===== config.mk =====
export PLATFORM = sky130hd
export DESIGN_NAME = fft_bundle_packer
export DESIGN_NICKNAME = d
export VERILOG_FILES = /design/src/rtl/fft_bundle_packer.sv
export SDC_FILE = /design/constraint.sdc
export NUM_CORES = 2
export LEC_CHECK = 0
export CAP_MARGIN = 20
export CORE_MARGIN = 1
export CORE_UTILIZATION = 32
export CTS_CLUSTER_SIZE = 25
export DETAILED_ROUTE_END_ITERATION = 7
export PLACE_DENSITY = 0.47
export SLEW_MARGIN = 20
export SYNTH_ARGS = -nofsm -noshare
export SYNTH_HDL_FRONTEND = slang
export SYNTH_SLANG_ARGS = --single-unit

===== constraint.sdc =====
create_clock -name clk -period 4.1 [get_ports clk]
set_input_delay 0.615 -clock clk [delete_from_list [all_inputs] [get_ports clk]]
set_output_delay 0.615 -clock clk [all_outputs]
set_load 0.05 [all_outputs]

===== src/rtl/fft_bundle_packer.sv =====
// fft_bundle_packer
//   Front-end producer for the parallel radix-2 butterfly stage. Collects a
//   serial stream of complex samples (R/Q, WIDTH-bit signed) into DEPTH-lane
//   bundles. Two banks (A/B) ping-pong so that one sample per cycle can be
//   accepted while the previous bundle is held for the butterfly.
//
//   Ports
//     clk        rising-edge clock
//     rst        synchronous, active-high reset
//     in_valid   input sample present
//     in_ready   packer can accept a sample this cycle (fill bank not FULL)
//     in_R/in_Q  signed sample, real / imaginary
//     in_last    final sample of a frame (early close when cnt < DEPTH-1)
//     out_valid  drain bank is FULL; gated by out_ready it is the butterfly en
//     out_ready  consumer takes the bundle this cycle
//     out_R/Q    DEPTH lanes of WIDTH-bit signed data (butterfly din_R/din_Q)
//     err_short  one-cycle pulse the cycle after an early frame close
//
//   Build option
//     FFT_BUNDLE_PACKER_BITREV_EN  defined: sample k is written to lane
//     bitrev(k) over log2(DEPTH) bits. Undefined: lane k. Nothing else changes.

module fft_bundle_lane #(
  parameter int WIDTH = 9
) (
  input  logic                    clk,
  input  logic                    rst,
  input  logic                    wr_en,      // this lane is written this cycle
  input  logic                    fill_ptr,   // bank being written
  input  logic                    close,      // frame closes this cycle
  input  logic                    drain_ptr,  // bank being presented
  input  logic                    out_valid,
  input  logic                    hs,         // out_valid && out_ready
  input  logic signed [WIDTH-1:0] din_R,
  input  logic signed [WIDTH-1:0] din_Q,
  output logic signed [WIDTH-1:0] dout_R,
  output logic signed [WIDTH-1:0] dout_Q
);

  logic signed [WIDTH-1:0] bank_R [2];
  logic signed [WIDTH-1:0] bank_Q [2];
  logic signed [WIDTH-1:0] hold_R, hold_Q;
  // Lane written during the frame currently filling, per bank. Unwritten
  // lanes are zeroed on the closing edge, so short frames never leak stale data.
  logic [1:0]              written;

  always_ff @(posedge clk) begin
    if (rst) begin
      for (int b = 0; b < 2; b++) begin
        bank_R[b] <= '0;
        bank_Q[b] <= '0;
      end
      written <= '0;
      hold_R  <= '0;
      hold_Q  <= '0;
    end else begin
      for (int b = 0; b < 2; b++) begin
        if (fill_ptr == 1'(b)) begin
          if (wr_en) begin
            bank_R[b] <= din_R;
            bank_Q[b] <= din_Q;
          end else if (close && !written[b]) begin
            bank_R[b] <= '0;
            bank_Q[b] <= '0;
          end
          if (close)      written[b] <= 1'b0;
          else if (wr_en) written[b] <= 1'b1;
        end
      end
      // The drained bank may be refilled right away; keep a copy so the
      // outputs hold still while nothing is valid.
      if (hs) begin
        hold_R <= bank_R[drain_ptr];
        hold_Q <= bank_Q[drain_ptr];
      end
    end
  end

  assign dout_R = out_valid ? bank_R[drain_ptr] : hold_R;
  assign dout_Q = out_valid ? bank_Q[drain_ptr] : hold_Q;

endmodule

module fft_bundle_packer #(
  parameter int WIDTH = 9,
  parameter int DEPTH = 16
) (
  input  logic                               clk,
  input  logic                               rst,
  input  logic                               in_valid,
  output logic                               in_ready,
  input  logic signed [WIDTH-1:0]            in_R,
  input  logic signed [WIDTH-1:0]            in_Q,
  input  logic                               in_last,
  output logic                               out_valid,
  input  logic                               out_ready,
  output logic signed [DEPTH-1:0][WIDTH-1:0] out_R,
  output logic signed [DEPTH-1:0][WIDTH-1:0] out_Q,
  output logic                               err_short
);

  localparam int LG = $clog2(DEPTH);

  localparam logic [1:0] ST_EMPTY   = 2'd0;
  localparam logic [1:0] ST_FILLING = 2'd1;
  localparam logic [1:0] ST_FULL    = 2'd2;

  if (DEPTH < 2 || (1 << LG) != DEPTH) begin : g_depth_chk
    $error("fft_bundle_packer: DEPTH must be a power of two >= 2");
  end

  logic [1:0]    bank_st [2];
  logic          fill_ptr, drain_ptr;
  logic [LG-1:0] cnt, wr_addr;
  logic          acc, last_lane, close, hs;

  assign in_ready  = (bank_st[fill_ptr] != ST_FULL);
  assign out_valid = (bank_st[drain_ptr] == ST_FULL);
  assign acc       = in_valid && in_ready;
  assign last_lane = (cnt == LG'(DEPTH - 1));
  assign close     = acc && (last_lane || in_last);
  assign hs        = out_valid && out_ready;

`ifdef FFT_BUNDLE_PACKER_BITREV_EN
  always_comb begin
    wr_addr = '0;
    for (int i = 0; i < LG; i++) wr_addr[i] = cnt[LG-1-i];
  end
`else
  assign wr_addr = cnt;
`endif

  // Fill and drain never address the same bank in one cycle: the fill bank
  // is not FULL when accepting and the drain bank is FULL when handing off.
  always_ff @(posedge clk) begin
    if (rst) begin
      bank_st[0] <= ST_EMPTY;
      bank_st[1] <= ST_EMPTY;
      fill_ptr   <= 1'b0;
      drain_ptr  <= 1'b0;
      cnt        <= '0;
      err_short  <= 1'b0;
    end else begin
      if (acc) begin
        bank_st[fill_ptr] <= close ? ST_FULL : ST_FILLING;
        cnt               <= close ? '0 : cnt + 1'b1;
        if (close) fill_ptr <= ~fill_ptr;
      end
      if (hs) begin
        bank_st[drain_ptr] <= ST_EMPTY;
        drain_ptr          <= ~drain_ptr;
      end
      err_short <= close && !last_lane;
    end
  end

  for (genvar i = 0; i < DEPTH; i++) begin : g_lane
    fft_bundle_lane #(.WIDTH(WIDTH)) u_lane (
      .clk       (clk),
      .rst       (rst),
      .wr_en     (acc && (wr_addr == LG'(i))),
      .fill_ptr  (fill_ptr),
      .close     (close),
      .drain_ptr (drain_ptr),
      .out_valid (out_valid),
      .hs        (hs),
      .din_R     (in_R),
      .din_Q     (in_Q),
      .dout_R    (out_R[i]),
      .dout_Q    (out_Q[i])
    );
  end

endmodule


==> results.md <==
* Synth cell types at 58
* Worst hold margin at 0.434 ns
* Switching Fraction at 0.323
* Die area at 124000 sq um
* P&R area growth vs syn at 19.6%
* Cell taking the most area after synthesis: dfxtp_1
* TritonCTS clock tree: done
* CTS Sinks at 909
* Yosys reg bits at 909
* Total gr overflow at 0
* Setup violators final at 0
* Port Buf Inserts at 313
* Final period util at 0.963
* CP arrival at 3.33 ns
* First-pass GRT wire length at 191000 um
* Fin Clk Skew at 0.0323 ns
* Clk network pwr share at 0.385
* Final core occ at 0.386
* CP Capture Type: output port
* I/O pin count at 314
* Area contributors post-synth: dfxtp_1, edfxtp_1, nor2_1, mux2i_1, a211oi_1
* Initial Util at 0.323
* Sw Pwr at 8.10 mW
* Synth Area in Simple Gates at 0.162
* Non-Filler Instances at 5774
* P_int at 17.0 mW
* EDFF count, synth at 288
* Final WL at 130000 um
* Drt drc at 0
* Xor/xnor share of the synthesized area at 0.000223
* Drt first pass iters at 5
* Post-synth ARST share at 0
* Skew-Pair Late Insertion Delay at 0.69 ns
* DRT antenna net count at 0
* Root Buffer: clkbuf_16
* Total Neg Setup Slack at 0 ns
* Placed wire-length estimate at 76900 um
* Worst Hold Class: in -> reg
* Final Hold Viols at 0
* Synthesized cell area at 39300 sq um
* Outcome: finished, final reports clean
* DIE HEIGHT at 352 um
* Synth top area share at 0.317
* Post-CTS setup buffer count at 0
* Placed Area at 43300 sq um
* Post-synthesis mux area share at 0.0754
* H-tree Lvls at 3
* Die Wd at 352 um
* Actual slew at the worst max-slew pin at 1.23 ns
* Rows at 128
* Fmax at 253 MHz
* Drt first-iter violations at 2378
* Slew Viols, Final at 0
* Routed length per placed instance at 22.5 um
* Nets at 4081
* Worst Path Required at 3.48 ns
* Dpl cells at 5571
* Max rail drop VDD at 0.349 mV
* Fin area at 47000 sq um
* R2R cell count at 7
* GP Congestion at 0.779
* Most used DFF post-synth: dfxtp_1
* GRT Resource Usage Total at 0.201
* Setup WS pre-CTS at 0.647 ns
* Initial antenna violation count at 5
* RSZ-0062 raised after global routing: yes
* Largest net degree at the start of global routing at 164
* Reg clk slew, reported paths at 0.06 ns
* Post-synthesis adder-cell area fraction at 0.00127
* Pleak at 16.9 nW
* Logic pwr share at 0.220
* Vias in the first global route at 27900
* Cells after synthesis at 3935
* CTS Buf Count at 105
* Final WS setup at 0.151 ns
* Compound-gate portion of the synthesized area at 0.176
* Power per cell area at 534 nW/um^2
* FILL cells at 12000
* Min cycle time layout at 3.95 ns
* Worst setup SP type: flip-flop
* Total power at 25.1 mW
* Via/cell ratio at 5.22
* Register share of total power at 0.395
* Sequential-to-total area share from yosys stat at 0.537
* Max Buffers Root-to-Sink at 3
* Layout cells sized above 1 at 0.118
* Synthesized area per cell at 9.98 sq um
* WHS Path Cells at 2
* Core ar. at 122000 sq um
* Syn Nets at 3962
* Combinational family with the most area after synthesis: compound AO/OA/AOI/OAI gates
* CP Class: reg -> out
* Via count at 30100
* Max cap viols at 0
* Synth Warn # at 0
* CP Max Fanout at 115
* Slew margin rel. at 0.182
==> cells by family after synthesis <==
group | count (synthesis)
compound gates | 963
fa+ha+maj | 4
xor+xnor | 1
mux | 296
buf+inv | 412
flops | 909
simple gates | 1350
==> routing by layer <==
layer / track usage / wire length [um] / vias to the layer above
li1: - / - / 14500
met1: 0.290 / 61800 / 14700
met2: 0.308 / 57800 / 843
met3: 0.0343 / 7360 / 160
met4: 0.0535 / 2750 / 4
met5: 0 / 27 / -
==> final cells by class <==
class / count / area, sq um / share of cell area
clock buffers: 154 / 3200 / 0.0682
multi-input cells: 2614 / 16400 / 0.350
diodes: 3 / 7.51 / 0.000160
well taps: 1625 / 2030 / 0.0433
clock inverters: 45 / 368 / 0.00783
repair buffers: 415 / 3820 / 0.0812
flip-flops and latches: 909 / 21100 / 0.449
inverters: 9 / 33.8 / 0.000719
==> cell usage after synthesis, types with 4 or more instances <==
cell and instances:
nor2_1 834, dfxtp_1 621, a21oi_1 375, mux2i_1 296, and2_1 294, a211oi_1 289, edfxtp_1 288, a32oi_1 225
clkbuf_1 215, buf_2 129, nand2_1 68, nand4_1 60, nor3_1 26, buf_1 22, buf_6 20, o21ai_0 15
o21a_1 13, a41oi_2 12, buf_4 12, a2111oi_4 9, and4_1 9, inv_1 9, and4b_1 8, nand3_1 7
nor2b_1 7, a21o_1 6, clkbuf_2 5, nor4_4 5, a21boi_0 4, a41oi_4 4, ha_1 4, nand2b_1 4
nor4bb_1 4
==> power groups by stage <==
stage | sequential, mW | combinational [mW] | clock (mW)
detailed placement | 10.1 | 5.56 | 0
finish | 9.89 | 5.52 | 9.66
global placement | 10.1 | 5.54 | 0
CTS | 9.89 | 5.57 | 9.93
global route | 9.94 | 5.84 | 10.3
floorplan | 10.0 | 3.78 | 0
==> final timing paths <==
path                                                               endpoint                                        from  slack [ns]
worst min register to register   g_lane[2].u_lane.bank_Q[1][3]$_SDFFE_PP0P_  g_lane[2].u_lane.bank_Q[1][3]$_SDFFE_PP0P_        0.45
worst max register to register  g_lane[2].u_lane.bank_R[0][2]$_SDFFCE_PP0P_                         cnt[1]$_SDFFE_PP0P_        1.03
worst min-delay path                                              flip-flop                                         rst        0.43
worst max-delay path                                              out_R[17]                                   flip-flop        0.15
==> worst max-delay path, stage by stage (launching register included) <==
cell and delay (ns):
dfxtp_4 0.40, buf_16 0.49, mux2i_1 0.61, a21oi_1 0.15
clkdlybuf4s50_1 0.72
==> cell usage in the layout (no fill, tap or decap), types with 5 or more instances in the layout <==
master,n
a2111oi_4,9
a211oi_1,289
a21o_1,6
a21oi_1,375
a32oi_1,225
a41oi_2,10
a41oi_4,6
and2_1,294
and4_1,5
and4b_1,8
buf_12,15
buf_2,17
buf_4,213
bufinv_16,5
clkbuf_1,20
clkbuf_16,114
clkbuf_8,20
clkdlybuf4s50_1,129
clkinv_1,6
clkinv_2,27
dfxtp_1,620
dlymetal6s2s_1,36
edfxtp_1,288
inv_1,9
mux2i_1,296
nand2_1,67
nand3_1,7
nand4_1,60
nor2_1,830
nor2b_1,5
nor3_1,24
nor4_4,5
o21a_1,13
o21ai_0,6
o21ai_2,8
==> registers in the layout (all words and copies together), names as in the netlist, named ones only <==
register	cells
err_short	1
g_lane.u_lane.written	32
cnt	4
drain_ptr	1
g_lane.u_lane.hold_R	144
g_lane.u_lane.hold_Q	144
g_lane.u_lane.bank_R	288
bank_st	4
fill_ptr	1
g_lane.u_lane.bank_Q	288
==> what timing repair did <==
action,4_1_cts,5_1_grt
gates resized for setup,1,38
setup endpoints to repair,1,47
pin swaps,0,0
hold buffers,0,0
Power figures use the tool's default switching activity.
